===== src/rtl/bit_deserializer.sv =====
// rtl/bit_deserializer.sv - serial-to-parallel packer with one-entry valid/ready output holding register
// Optional even-parity framing is enabled by defining BIT_DESERIALIZER_PARITY_EN.
module bit_deserializer #(
    parameter int WIDTH     = 8,
    parameter bit MSB_FIRST = 1'b1
) (
    input  logic                         clk,
    input  logic                         rst,
    input  logic                         din,
    input  logic                         din_valid,
    input  logic                         clr,
    output logic [WIDTH-1:0]             word_out,
    output logic                         word_valid,
    input  logic                         word_ready,
    output logic                         overflow,
    output logic [$clog2(WIDTH+1)-1:0]   bit_cnt,
    output logic                         parity_err
);

    localparam int CW = $clog2(WIDTH + 1);

    localparam logic [0:0] ST_EMPTY = 1'b0;
    localparam logic [0:0] ST_FULL  = 1'b1;

    logic [0:0]       state;
    logic [WIDTH-1:0] shift_reg;
    logic [WIDTH-1:0] shift_next;
    logic [WIDTH-1:0] frame_word;
    logic             frame_done;
    logic             frame_par;
    logic             data_bit;
    logic             load;
    logic             transfer;

`ifdef BIT_DESERIALIZER_PARITY_EN
    // Frame is WIDTH data bits plus a trailing even-parity bit that is not shifted in.
    localparam logic [CW-1:0] LAST_CNT = CW'(WIDTH);
    assign data_bit   = (bit_cnt != LAST_CNT);
    assign frame_word = shift_reg;
    assign frame_par  = (^shift_reg) ^ din;
`else
    localparam logic [CW-1:0] LAST_CNT = CW'(WIDTH - 1);
    assign data_bit   = 1'b1;
    assign frame_word = shift_next;
    assign frame_par  = 1'b0;
`endif

    assign shift_next = MSB_FIRST ? {shift_reg[WIDTH-2:0], din}
                                  : {din, shift_reg[WIDTH-1:1]};

    assign frame_done = din_valid && !clr && (bit_cnt == LAST_CNT);
    assign word_valid = (state == ST_FULL);
    assign transfer   = word_valid && word_ready;
    // A slot frees up in the same cycle the consumer drains the holding register.
    assign load       = frame_done && (!word_valid || word_ready);

    always_ff @(posedge clk or posedge rst) begin
        if (rst) begin
            shift_reg <= '0;
            bit_cnt   <= '0;
        end else if (clr) begin
            shift_reg <= '0;
            bit_cnt   <= '0;
        end else if (din_valid) begin
            if (frame_done) begin
                shift_reg <= '0;
                bit_cnt   <= '0;
            end else begin
                bit_cnt <= bit_cnt + CW'(1);
                if (data_bit) begin
                    shift_reg <= shift_next;
                end
            end
        end
    end

    always_ff @(posedge clk or posedge rst) begin
        if (rst) begin
            state      <= ST_EMPTY;
            word_out   <= '0;
            overflow   <= 1'b0;
            parity_err <= 1'b0;
        end else begin
            overflow <= frame_done && !load;
            if (load) begin
                word_out   <= frame_word;
                parity_err <= frame_par;
                state      <= ST_FULL;
            end else if (transfer) begin
                state <= ST_EMPTY;
            end
        end
    end

endmodule


===== config.mk =====
export PLATFORM = sky130hd
export DESIGN_NAME = bit_deserializer
export DESIGN_NICKNAME = d
export VERILOG_FILES = /design/src/rtl/bit_deserializer.sv
export SDC_FILE = /design/constraint.sdc
export NUM_CORES = 1
export LEC_CHECK = 0
export CORE_ASPECT_RATIO = 0.8
export CORE_MARGIN = 2
export CORE_UTILIZATION = 36
export DETAILED_ROUTE_END_ITERATION = 7
export PLACE_DENSITY_LB_ADDON = 0.05
export SLEW_MARGIN = 10
export SYNTH_ARGS = -nofsm -noshare
export SYNTH_HDL_FRONTEND = slang
export SYNTH_SLANG_ARGS = --single-unit
export TNS_END_PERCENT = 10

===== constraint.sdc =====
create_clock -name clk -period 1.65 [get_ports clk]
set_input_delay 0.165 -clock clk [delete_from_list [all_inputs] [get_ports clk]]
set_output_delay 0.165 -clock clk [all_outputs]
set_load 0.005 [all_outputs]

After elaboration in Yosys (flattened, before gate mapping)
Index checks and enable logic that the tools add are counted.
{"block": "totals", "wordCells": 26, "out_inout_bits": 15, "inputBits": 6, "ff_bits": 21}
{"block": "op_classes", "eq_ne": 1, "n_addsub": 1, "muxes": 8, "n_reduce_logical": 11}
{"cell": "$mux W7", "n": 3}
{"cell": "$mux W4", "n": 3}
{"cell": "$logic_and A1 B1 Y1", "n": 5}
{"cell": "$add A4 B1 Y4 const B", "n": 1}
{"cell": "$eq A4 B3 Y1 const B", "n": 1}
{"cell": "$reduce_bool A2 Y1", "n": 2}
{"cell": "$logic_not A1 Y1", "n": 3}
{"cell": "$mux W1", "n": 2}
{"cell": "$logic_or A1 B1 Y1", "n": 1}

Logic depth before layout (Yosys ltp)
{"block": "logic_depth", "depth_word": 6, "mapped_depth": 5, "ltp_nobuf": 4}

Least setup slack after synthesis
OpenSTA, ideal clock, no wires.
{"block": "synth_timing", "kind": "register to register", "start": "register bit_cnt[0]", "end": "register word_out[0]", "setup_time_ns": 0.127, "setup_slack_ns": 0.131, "t_arrival_ns": 1.391, "stages_incl_launch_ff": 6, "cell_sequence": "dfrtp_1 -> ha_1 -> nand2_1 -> and4bb_1 -> buf_4 -> mux2_1"}
{"block": "synth_via", "elab_chain_cells": 3}
{"item": "from (decl)", "line_no": "16", "source": "output logic [$clog2(WIDTH+1)-1:0] bit_cnt,"}
{"item": "from (signal assigned)", "line_no": "69", "source": "bit_cnt <= bit_cnt + CW'(1);"}
{"item": "$eq A4 B3 Y1", "line_no": "51", "source": "assign frame_done = din_valid && !clr && (bit_cnt == LAST_CNT);"}
{"item": "$logic_and A1 B1 Y1", "line_no": "51"}
{"item": "$logic_and A1 B1 Y1", "line_no": "55", "source": "assign load = frame_done && (!word_valid || word_ready);"}
{"item": "to (signal assigned)", "line_no": "86", "source": "word_out <= frame_word;"}
{"item": "to (decl)", "line_no": "12", "source": "output logic [WIDTH-1:0] word_out,"}
Every way passes these cells.
A chain may end at the register's enable or synchronous reset.

Worst setup path after layout
{"block": "layout_timing", "start": "register bit_cnt[1]", "end": "register word_out[1]"}
Same word-level chain as after synthesis.

==> metrics.md <==
| Metric | Value |
|---|---|
| Initial Util | `0.386` |
| Max Cap Viol | `0` |
| Gr ovfl total | `0` |
| Number of global-route vias before repair | `523` |
| Cell area after synthesis | `roughly 850 um^2` |
| CP Depth | `5` |
| Ant diodes | `0` |
| Worst r2r path cells | `5` |
| CP Launch Type | `flop` |
| Die Ht | `47.4 um` |
| Max FO, Critical Path | `8` |
| Port bufs | `19` |
| PwrDens | `~730 mW/mm^2` |
| WL per Instance | `about 12 um` |
| CP endpoint | `word_out[1]` |
| Status | `finished, final reports clean` |
| RR Endpoint | `word_out[1]` |
| Initial antenna violation count | `0` |
| WP buf/inv | `1` |
| Critical Path RT | `between 1.5 and 2 ns` |
| TritonCTS clock tree | `yes` |
| Drt first pass iters | `4` |
| Gpl congestion | `roughly 0.76` |
| Global-route wire length before repair | `2370 um` |
| Die area | `between 0.002 and 0.003 mm^2` |
| H-tree Lvls | `1` |
| Syn Inst Count | `61` |
| WP data arrival | `about 1.7 ns` |
| Synth cell types | `20` |
| Total power | `~0.00084 W` |
| RSZ-0062 raised after global routing | `no` |
| Setup TNS Final | `0 ns` |
| Syn_area_per_cell | `around 14 um^2` |
| # Post-CTS Setup Buffers | `0` |
| Layout Skew | `a little under 0.005 ns` |
| Synth Register Bits | `21` |
| Longest Clk Path Bufs | `2` |
| Largest net degree at the start of global routing | `22` |
| Crit. End Element | `flop` |
| Syn. warnings | `0` |
| Cell Area, Placed | `between 0.001 and 0.0015 mm^2` |
| Setup violators final | `0` |
| Area delta synth->final | `35.5%` |
| Fin nets | `between 90 and 100` |
| Min cycle time layout | `1.54 ns` |
| Max-slew violations | `0` |
| Resized Gates After CTS | `0` |
| Hpwl dp | `approximately 1000 um` |
| Crit-path max cell delay | `about 0.41 ns` |
| I/O pin cnt | `21` |
| Critical-path top delay cell | `dfrtp_1` |
| Post-Route WL | `1420 um` |
| Worst VDD drop | `between 0.0004 and 0.0005 V` |
| CTS root buf | `clkbuf_4` |
| R2r setup slk | `about 0.11 ns` |
| Final period util | `0.930` |
| Largest delay share family, worst path | `flip-flops` |
| Via density | `between 4 and 5` |
| CTS clk-pin slew, worst paths | `around 0.11 ns` |
| Hold crit path type | `in -> async` |
| Fillers | `~200` |
| Worst Setup SP | `bit_cnt[1]` |
| Vias | `557` |
| LEAKAGE | `about 0.57 nW` |
| CTS Sinks | `21` |
| DRT iter0 DRCs | `12` |
| Die Width | `58.2 um` |
| Max Freq | `651 MHz` |
| Worst Setup Path Type | `reg -> reg` |
| Area of the multi-input gates | `between 300 and 400 um^2` |
| Cell area after layout | `between 0.001 and 0.0015 mm^2` |
| Core ar. | `0.00220 mm^2` |
| Share of post-route cells with drive strength above 1 | `0.154` |
| # hold bufs at CTS | `0` |
| Global Route Usage Sum | `0.121` |
| Worst-margin pin slew | `approximately 0.57 ns` |
| Mapped Nets | `68` |
| DRC | `0` |
| Seq/Total Area, Yosys | `0.620` |
| CTS Buf Count | `3` |
| Final Hold Viols | `0` |
| Sequential cell area | `roughly 530 um^2` |
| Relative slew slack | `0.621` |
| Crit Reg-Reg Startpoint | `bit_cnt[1]` |
| CP cell instances | `ha_1 -> nand2_1 -> and4bb_1 -> buf_4 -> mux2_1` |
| Max reg flops | `8` |
| Post-route ant nets | `0` |
| Hold_ws | `around 0.18 ns` |
| Row cnt | `15` |
| Worst-Skew Late Latency | `0.30 ns` |
## logic make-up after synthesis
group                      synth area share
DFF                                   0.620
and+or+nand+nor                       0.100
muxes                                 0.131
AOI/OAI and AO/OA                    0.0960
buffers and inverters                0.0221
adders and majority gates            0.0148
other                               0.00443
xor gates and xnor gates             0.0103
## layout make-up
class	count	area share
clock buffer	4	0.0229
inverter	1	0.00327
multi-input combinational	37	0.264
sequential	21	0.458
tap	25	0.0273
timing repair buffer	28	0.225
## routing by layer
layer,vias to the layer above,GRT usage,wire [um],part of all wire
met1,265,0.158,753,0.53
met5,-,0,0,0
met2,14,0.184,587,0.41
met4,0,0.0419,12,0.0084
met3,2,0.0496,69,0.048
li1,276,-,-,-
## power by group
part	switching (W)	internal, W
logic	0.0000321	0.0000387
registers	0.00000587	0.000522
clock network	0.000145	0.0000941
## placed cells by master, fill, tap and decap left out
cell type,count
a2111o_1,1
a21oi_2,1
a22o_1,7
and4bb_1,1
buf_4,9
clkbuf_1,1
clkbuf_4,3
clkdlybuf4s50_1,19
conb_1,1
dfrtp_1,21
ha_1,1
inv_1,1
mux2_1,8
mux2_2,1
mux2i_1,1
nand2_1,3
nand2b_1,2
nand3_1,2
nand4b_1,1
nor2_1,4
nor2b_1,1
or3b_1,1
xor2_1,1
## worst reg2reg max path: stages, from the launching register on
cell	delay, ns
dfrtp_1	0.41
ha_1	0.18
nand2_1	0.08
and4bb_1	0.26
buf_4	0.17
mux2_1	0.33
## synthesized netlist by cell type
| cell | number | area (um^2) |
|---|---|---|
| dfrtp_1 | 21 | 526 |
| mux2_1 | 8 | 90.1 |
| a22o_1 | 7 | 61.3 |
| nor2_1 | 4 | 15.0 |
| nand2_1 | 3 | 11.3 |
| buf_4 | 2 | 15.0 |
| nand2b_1 | 2 | 12.5 |
| nand3_1 | 2 | 10.0 |
| a2111o_1 | 1 | 11.3 |
| a21oi_2 | 1 | 8.76 |
| and4bb_1 | 1 | 12.5 |
| conb_1 | 1 | 3.75 |
| ha_1 | 1 | 12.5 |
| inv_1 | 1 | 3.75 |
| mux2_2 | 1 | 11.3 |
| mux2i_1 | 1 | 10.0 |
| nand4b_1 | 1 | 8.76 |
| nor2b_1 | 1 | 6.26 |
| or3b_1 | 1 | 8.76 |
| xor2_1 | 1 | 8.76 |
## how the worst min path moves through the flow
stage                 from           to  slack (ns)  depth (start not counted)
2_1_floorplan          rst   bit_cnt[0]        0.14                          1
3_3_place_gp   word_out[5]  word_out[5]        0.47                          1
3_5_place_dp   word_out[5]  word_out[5]        0.47                          1
4_1_cts                rst  word_out[2]        0.17                          3
5_1_grt                rst  word_out[2]        0.18                          3
6_report               rst  word_out[3]        0.18                          3
## stage by stage
step                      instances   util  worst slack (ns)
final                           116  0.523             0.115
after global routing            116  0.523           0.00404
after CTS                       116  0.523            0.0895
after detailed placement        112  0.511            0.0132
after global placement          112  0.511            0.0237
after floorplan                  61      -             0.131
No activity file was read; power rests on OpenSTA's default activity.
